<file path="config.mk">
export PLATFORM = sky130hd
export DESIGN_NAME = uart_tx_flat
export DESIGN_NICKNAME = d
export VERILOG_FILES = /design/src/rtl/uart_tx_if.sv /design/src/rtl/uart_tx.sv /design/src/flat_wrapper.sv
export SDC_FILE = /design/constraint.sdc
export NUM_CORES = 1
export LEC_CHECK = 0
export CORE_ASPECT_RATIO = 0.9
export CORE_MARGIN = 8
export CORE_UTILIZATION = 30
export CTS_BUF_LIST = sky130_fd_sc_hd__clkbuf_8
export DETAILED_ROUTE_END_ITERATION = 7
export PLACE_DENSITY = 0.53
export SLEW_MARGIN = 20
export SYNTH_ARGS = -nofsm -noshare
export SYNTH_HDL_FRONTEND = slang
export SYNTH_SLANG_ARGS = --single-unit
</file>
<file path="constraint.sdc">
create_clock -name clk -period 2 [get_ports clk]
set_clock_uncertainty 0.15 [all_clocks]
set_input_delay 0.3 -clock clk [delete_from_list [all_inputs] [get_ports clk]]
set_output_delay 0.3 -clock clk [all_outputs]
set_load 0.05 [all_outputs]
</file>
<file path="src/rtl/uart_tx_if.sv">
// Parallel-word handshake between a data source and the UART transmitter.
interface uart_tx_if #(
    parameter int DATA_BITS = 8
);
    logic [DATA_BITS-1:0] data;
    logic                 data_valid;
    logic                 ready;

    modport master (
        output data,
        output data_valid,
        input  ready
    );

    modport slave (
        input  data,
        input  data_valid,
        output ready
    );
endinterface

</file>
<file path="src/rtl/uart_tx.sv">
// UART transmitter: start bit, DATA_BITS payload bits LSB-first, STOP_BITS stop bits.
// One word is accepted per valid/ready handshake while idle; serial idles high.
module uart_tx #(
    parameter int CLK_FREQ  = 25_000_000,
    parameter int BAUD_RATE = 115_200,
    parameter int DATA_BITS = 8,
    parameter int STOP_BITS = 1
) (
    input  logic         clk,
    input  logic         rst_n,
    uart_tx_if.slave     bus,
    output logic         serial,
    output logic         busy
);
    localparam int CLKS_PER_BIT = CLK_FREQ / BAUD_RATE;
    localparam int CNT_W        = (CLKS_PER_BIT > 1) ? $clog2(CLKS_PER_BIT) : 1;
    localparam int IDX_W        = $clog2(DATA_BITS);

    localparam logic [CNT_W-1:0] CNT_LAST  = CNT_W'(CLKS_PER_BIT - 1);
    localparam logic [IDX_W-1:0] DATA_LAST = IDX_W'(DATA_BITS - 1);
    localparam logic [IDX_W-1:0] STOP_LAST = IDX_W'(STOP_BITS - 1);

    typedef enum logic [1:0] {
        IDLE,
        START,
        DATA,
        STOP
    } state_t;

    state_t               state_q;
    logic [CNT_W-1:0]     baud_cnt_q;
    logic [CNT_W-1:0]     baud_cnt_d;
    logic                 bit_done;
    logic [IDX_W-1:0]     bit_idx_q;
    logic [DATA_BITS-1:0] shift_q;
    logic                 serial_q;
    logic                 ready_q;
    logic                 busy_q;

    assign serial    = serial_q;
    assign busy      = busy_q;
    assign bus.ready = ready_q;

    // Baud counter next value: held at zero while idle, wraps at the end of each bit period.
    always_comb begin
        bit_done   = (baud_cnt_q == CNT_LAST);
        baud_cnt_d = '0;
        if (state_q != IDLE && !bit_done) begin
            baud_cnt_d = baud_cnt_q + CNT_W'(1);
        end
    end

    // Frame sequencer; serial, ready and busy are all registered here so the line is glitch-free.
    always_ff @(posedge clk) begin
        if (!rst_n) begin
            state_q    <= IDLE;
            baud_cnt_q <= '0;
            bit_idx_q  <= '0;
            shift_q    <= '0;
            serial_q   <= 1'b1;
            ready_q    <= 1'b1;
            busy_q     <= 1'b0;
        end else begin
            baud_cnt_q <= baud_cnt_d;
            case (state_q)
                IDLE: begin
                    if (bus.data_valid && ready_q) begin
                        shift_q   <= bus.data;
                        bit_idx_q <= '0;
                        serial_q  <= 1'b0;
                        ready_q   <= 1'b0;
                        busy_q    <= 1'b1;
                        state_q   <= START;
                    end
                end
                START: begin
                    if (bit_done) begin
                        serial_q <= shift_q[0];
                        state_q  <= DATA;
                    end
                end
                DATA: begin
                    if (bit_done) begin
                        if (bit_idx_q == DATA_LAST) begin
                            bit_idx_q <= '0;
                            serial_q  <= 1'b1;
                            state_q   <= STOP;
                        end else begin
                            // Next bit is taken from shift_q[1] so serial updates on the same edge as the shift.
                            shift_q   <= shift_q >> 1;
                            serial_q  <= shift_q[1];
                            bit_idx_q <= bit_idx_q + IDX_W'(1);
                        end
                    end
                end
                STOP: begin
                    if (bit_done) begin
                        if (bit_idx_q == STOP_LAST) begin
                            bit_idx_q <= '0;
                            ready_q   <= 1'b1;
                            busy_q    <= 1'b0;
                            state_q   <= IDLE;
                        end else begin
                            bit_idx_q <= bit_idx_q + IDX_W'(1);
                        end
                    end
                end
                default: begin
                    state_q <= IDLE;
                end
            endcase
        end
    end
endmodule

</file>
<file path="src/flat_wrapper.sv">
// flat-port wrapper written by rule: the top's interface ports become plain ports
module uart_tx_flat 
#(
    parameter int CLK_FREQ  = 25_000_000,
    parameter int BAUD_RATE = 115_200,
    parameter int DATA_BITS = 8,
    parameter int STOP_BITS = 1
)
  (clk, rst_n, serial, busy, bus_data, bus_data_valid, bus_ready);
  uart_tx_if #(.DATA_BITS(DATA_BITS)) bus_i ();
  input  logic clk;
  input  logic rst_n;
  output logic serial;
  output logic busy;
  input wire logic [$bits(bus_i.data)-1:0] bus_data;
  input wire logic [$bits(bus_i.data_valid)-1:0] bus_data_valid;
  output wire logic [$bits(bus_i.ready)-1:0] bus_ready;
  assign bus_i.data = bus_data;
  assign bus_i.data_valid = bus_data_valid;
  assign bus_ready = bus_i.ready;
  uart_tx #(.CLK_FREQ(CLK_FREQ), .BAUD_RATE(BAUD_RATE), .DATA_BITS(DATA_BITS), .STOP_BITS(STOP_BITS)) u_core (.clk(clk), .rst_n(rst_n), .bus(bus_i), .serial(serial), .busy(busy));
endmodule
</file>
==> reports/qor.txt <==
outcome: finished clean
Post-synth top cells: dfxtp_1, nand2_1, nor2_1
Num Clock Sinks: 24
Data arrival, critical path: 1910 ps
Final min period: 1890 ps
GRT busiest layer: met2
clk buf depth: 2
share of the synthesized area in the top cell type: 36.7%
post-synth net total: 162
final instance area: 1610 µm²
crit path launch type: flip-flop
critical path launch point: u_core.state_q[0]
chip height: 78.7 µm
Die X: 85.6 µm
CP delay by family, top: compound AO/OA/AOI/OAI gates
core region area: 4130 µm²
H-tree Lvls: 1
Post-CTS Setup Bufs: 0
ANT cells: 0
pin count of the biggest net entering global routing: 15
P_int: 1.32 mW
port buffer count: 13
first-pass GRT wire length: 4950 µm
Root Buffer: clkbuf_8
worst path bufs/invs: 2
detailed-route wire length per cell: 13.8 µm
met1 Track Usage GR: 10.2%
crit share post-route: 94.7%
GRT met2 Usage: 15.7%
kind of critical path: reg2reg
Synth Flop Type: dfxtp_1
Max-Slew Margin vs Limit: 63.3%
Hold Buf Count CTS: 0
Hold WC Path Type: reg2reg
P_sw: 832 µW
Avg Vias per Cell: 5.08
CTS tree: done
drt first pass iters: 4
Worst Tran Pin Value: 547 ps
row cnt: 22
met3 Usage GRT: 3.02%
routed via count: 1066
Synth area leader: dfxtp_1
GR Util All Layers: 8.99%
Mapped Cells: 142
RSZ-0062 raised after global routing: false
vias in the first global route: 1095
synth top area cells: dfxtp_1, ha_1, mux2i_1
Post-synth EDFFs: 0
Clk pin slew, worst setup/hold paths: 90 ps
gpl congestion: 0.790
residual DRC count: 0
Tot Pwr: 2.16 mW
Worst-Skew Late Latency: 270 ps
Final Hold Viols: 0
Final nets: 183
final cell count without fillers: 210
Gate power share: 47.8%
Starting Density: 31.7%
Max Cap Viol: 0
worst path cell trace: inv_1, ha_1, nor2b_1, a31oi_4, buf_4, o221a_1
Sw Ratio: 38.6%
VDD IR-drop max: 0.000513 V
dpl cells: 206
initial antenna violation count: 0
P per Cell Area: 1340 nW/µm²
Reg2Reg Launch Point: u_core.state_q[0]
die area: 6730 µm²
yosys warns: 0
CP max-delay cell: dfxtp_1
Area Growth Syn to Fin: 22.8%
FF-to-FF setup slack: 110 ps
area of placed instances: 1530 µm²
setup tns final: 0 ps
DRT iter0 DRCs: 42
Mapped Area: 1310 µm²
Synth Register Bits: 24
leak pwr: 0.628 nW
final setup fails: 0
Post-synth ARST share: 0%
HPWL Detailed: 2150 µm
Peak Freq: 0.528 GHz
post-synthesis sequential area ratio: 36.7%
Worst Min Path Start: u_core.baud_cnt_q[0]
I/O pin cnt: 14
GRT Residual Overflow: 0
number of library cell types mapped by synthesis: 38
Crit path required time: 2020 ps
crit end category: flip-flop
CP max stage delay: 350 ps
Routed Antenna Nets: 0
layout cells sized above 1: 12.3%
Max FO, Critical Path: 10
part of the power in registers: 31.9%
Clk pwr share: 20.2%
Max Slew Vio Count: 0
DRT Wirelength: 2900 µm
CTS buffer count: 3
Syn Area/Cell: 9.22 µm²
count leader, synth: dfxtp_1
timing repair:
action | 4_1_cts | 5_1_grt
setup endpoints to repair | 0 | 6
hold endpoints to repair | 0 | 0
resized for setup | 0 | 1
cell type report:
class	count	area (µm²)
Clock inverter	1	30.0
Tap cell	48	60.1
Fill cell	437	2520
Sequential cell	24	480
Clock buffer	3	41.3
Timing Repair Buffer	19	173
Multi-Input combinational cell	107	793
Inverter	8	30.0
state kept, by name (all words and copies together) (netlist names):
name,count
u_core.baud_cnt_q,8
u_core.shift_q,8
u_core.bit_idx_q,3
u_core.state_q,2
u_core.bus.ready,1
u_core.busy,1
u_core.serial,1
through the flow:
stage          hold WS [ps]  setup WS [ps]  utilization, %
4_1_cts                 327           96.8            38.8
3_3_place_gp            294            145            37.0
6_report                318            107            38.9
5_1_grt                 352          0.135            38.9
3_5_place_dp            305           95.8            37.0
2_1_floorplan           280            282               -
metal layers:
metal | vias up | share of wire [%]
met5 | - | 0
met4 | 0 | 0.66
met3 | 2 | 4.7
met2 | 22 | 51
met1 | 502 | 43
li1 | 540 | -
cell usage in the layout, fill, tap and decap left out, types with 2 or more instances in the layout:
cell and instances:
or3_1 2, a31oi_1 3, o221a_1 7, nor2b_1 4
or2_2 2, inv_1 8, dfxtp_1 24, clkbuf_8 3
nand3_1 5, mux2i_1 11, a21boi_1 2, clkdlybuf4s50_1 12
xor2_1 3, nor2_1 12, xnor2_1 3, buf_4 7
o21ai_0 3, nand2_1 21, ha_1 9
worst paths after layout:
| kind | to | cells past startpoint |
|---|---|---|
| hold / removal | u_core.baud_cnt_q[0] | 1 |
| setup / recovery | u_core.shift_q[1] | 6 |
| hold reg to reg | u_core.baud_cnt_q[0] | 1 |
| setup reg to reg | u_core.shift_q[1] | 6 |
power by group through the flow:
stage	clock, mW	combinational [mW]	sequential, mW
after floorplan	0	0.657	0.754
after global placement	0	0.984	0.691
after detailed placement	0	1.00	0.698
after CTS	0.453	1.01	0.687
after global routing	0.473	1.11	0.710
final	0.436	1.03	0.689
cell families after synthesis:
family                   synth area share (%)
AO/OA/AOI/OAI                            17.8
AND/OR/NAND/NOR                          21.2
buffers and inverters                    3.25
XOR/XNOR                                 4.02
multiplexers                             8.41
adder cells (fa/ha/maj)                  8.60
flip-flops                               36.7
No activity file was read; power rests on OpenSTA's default activity.
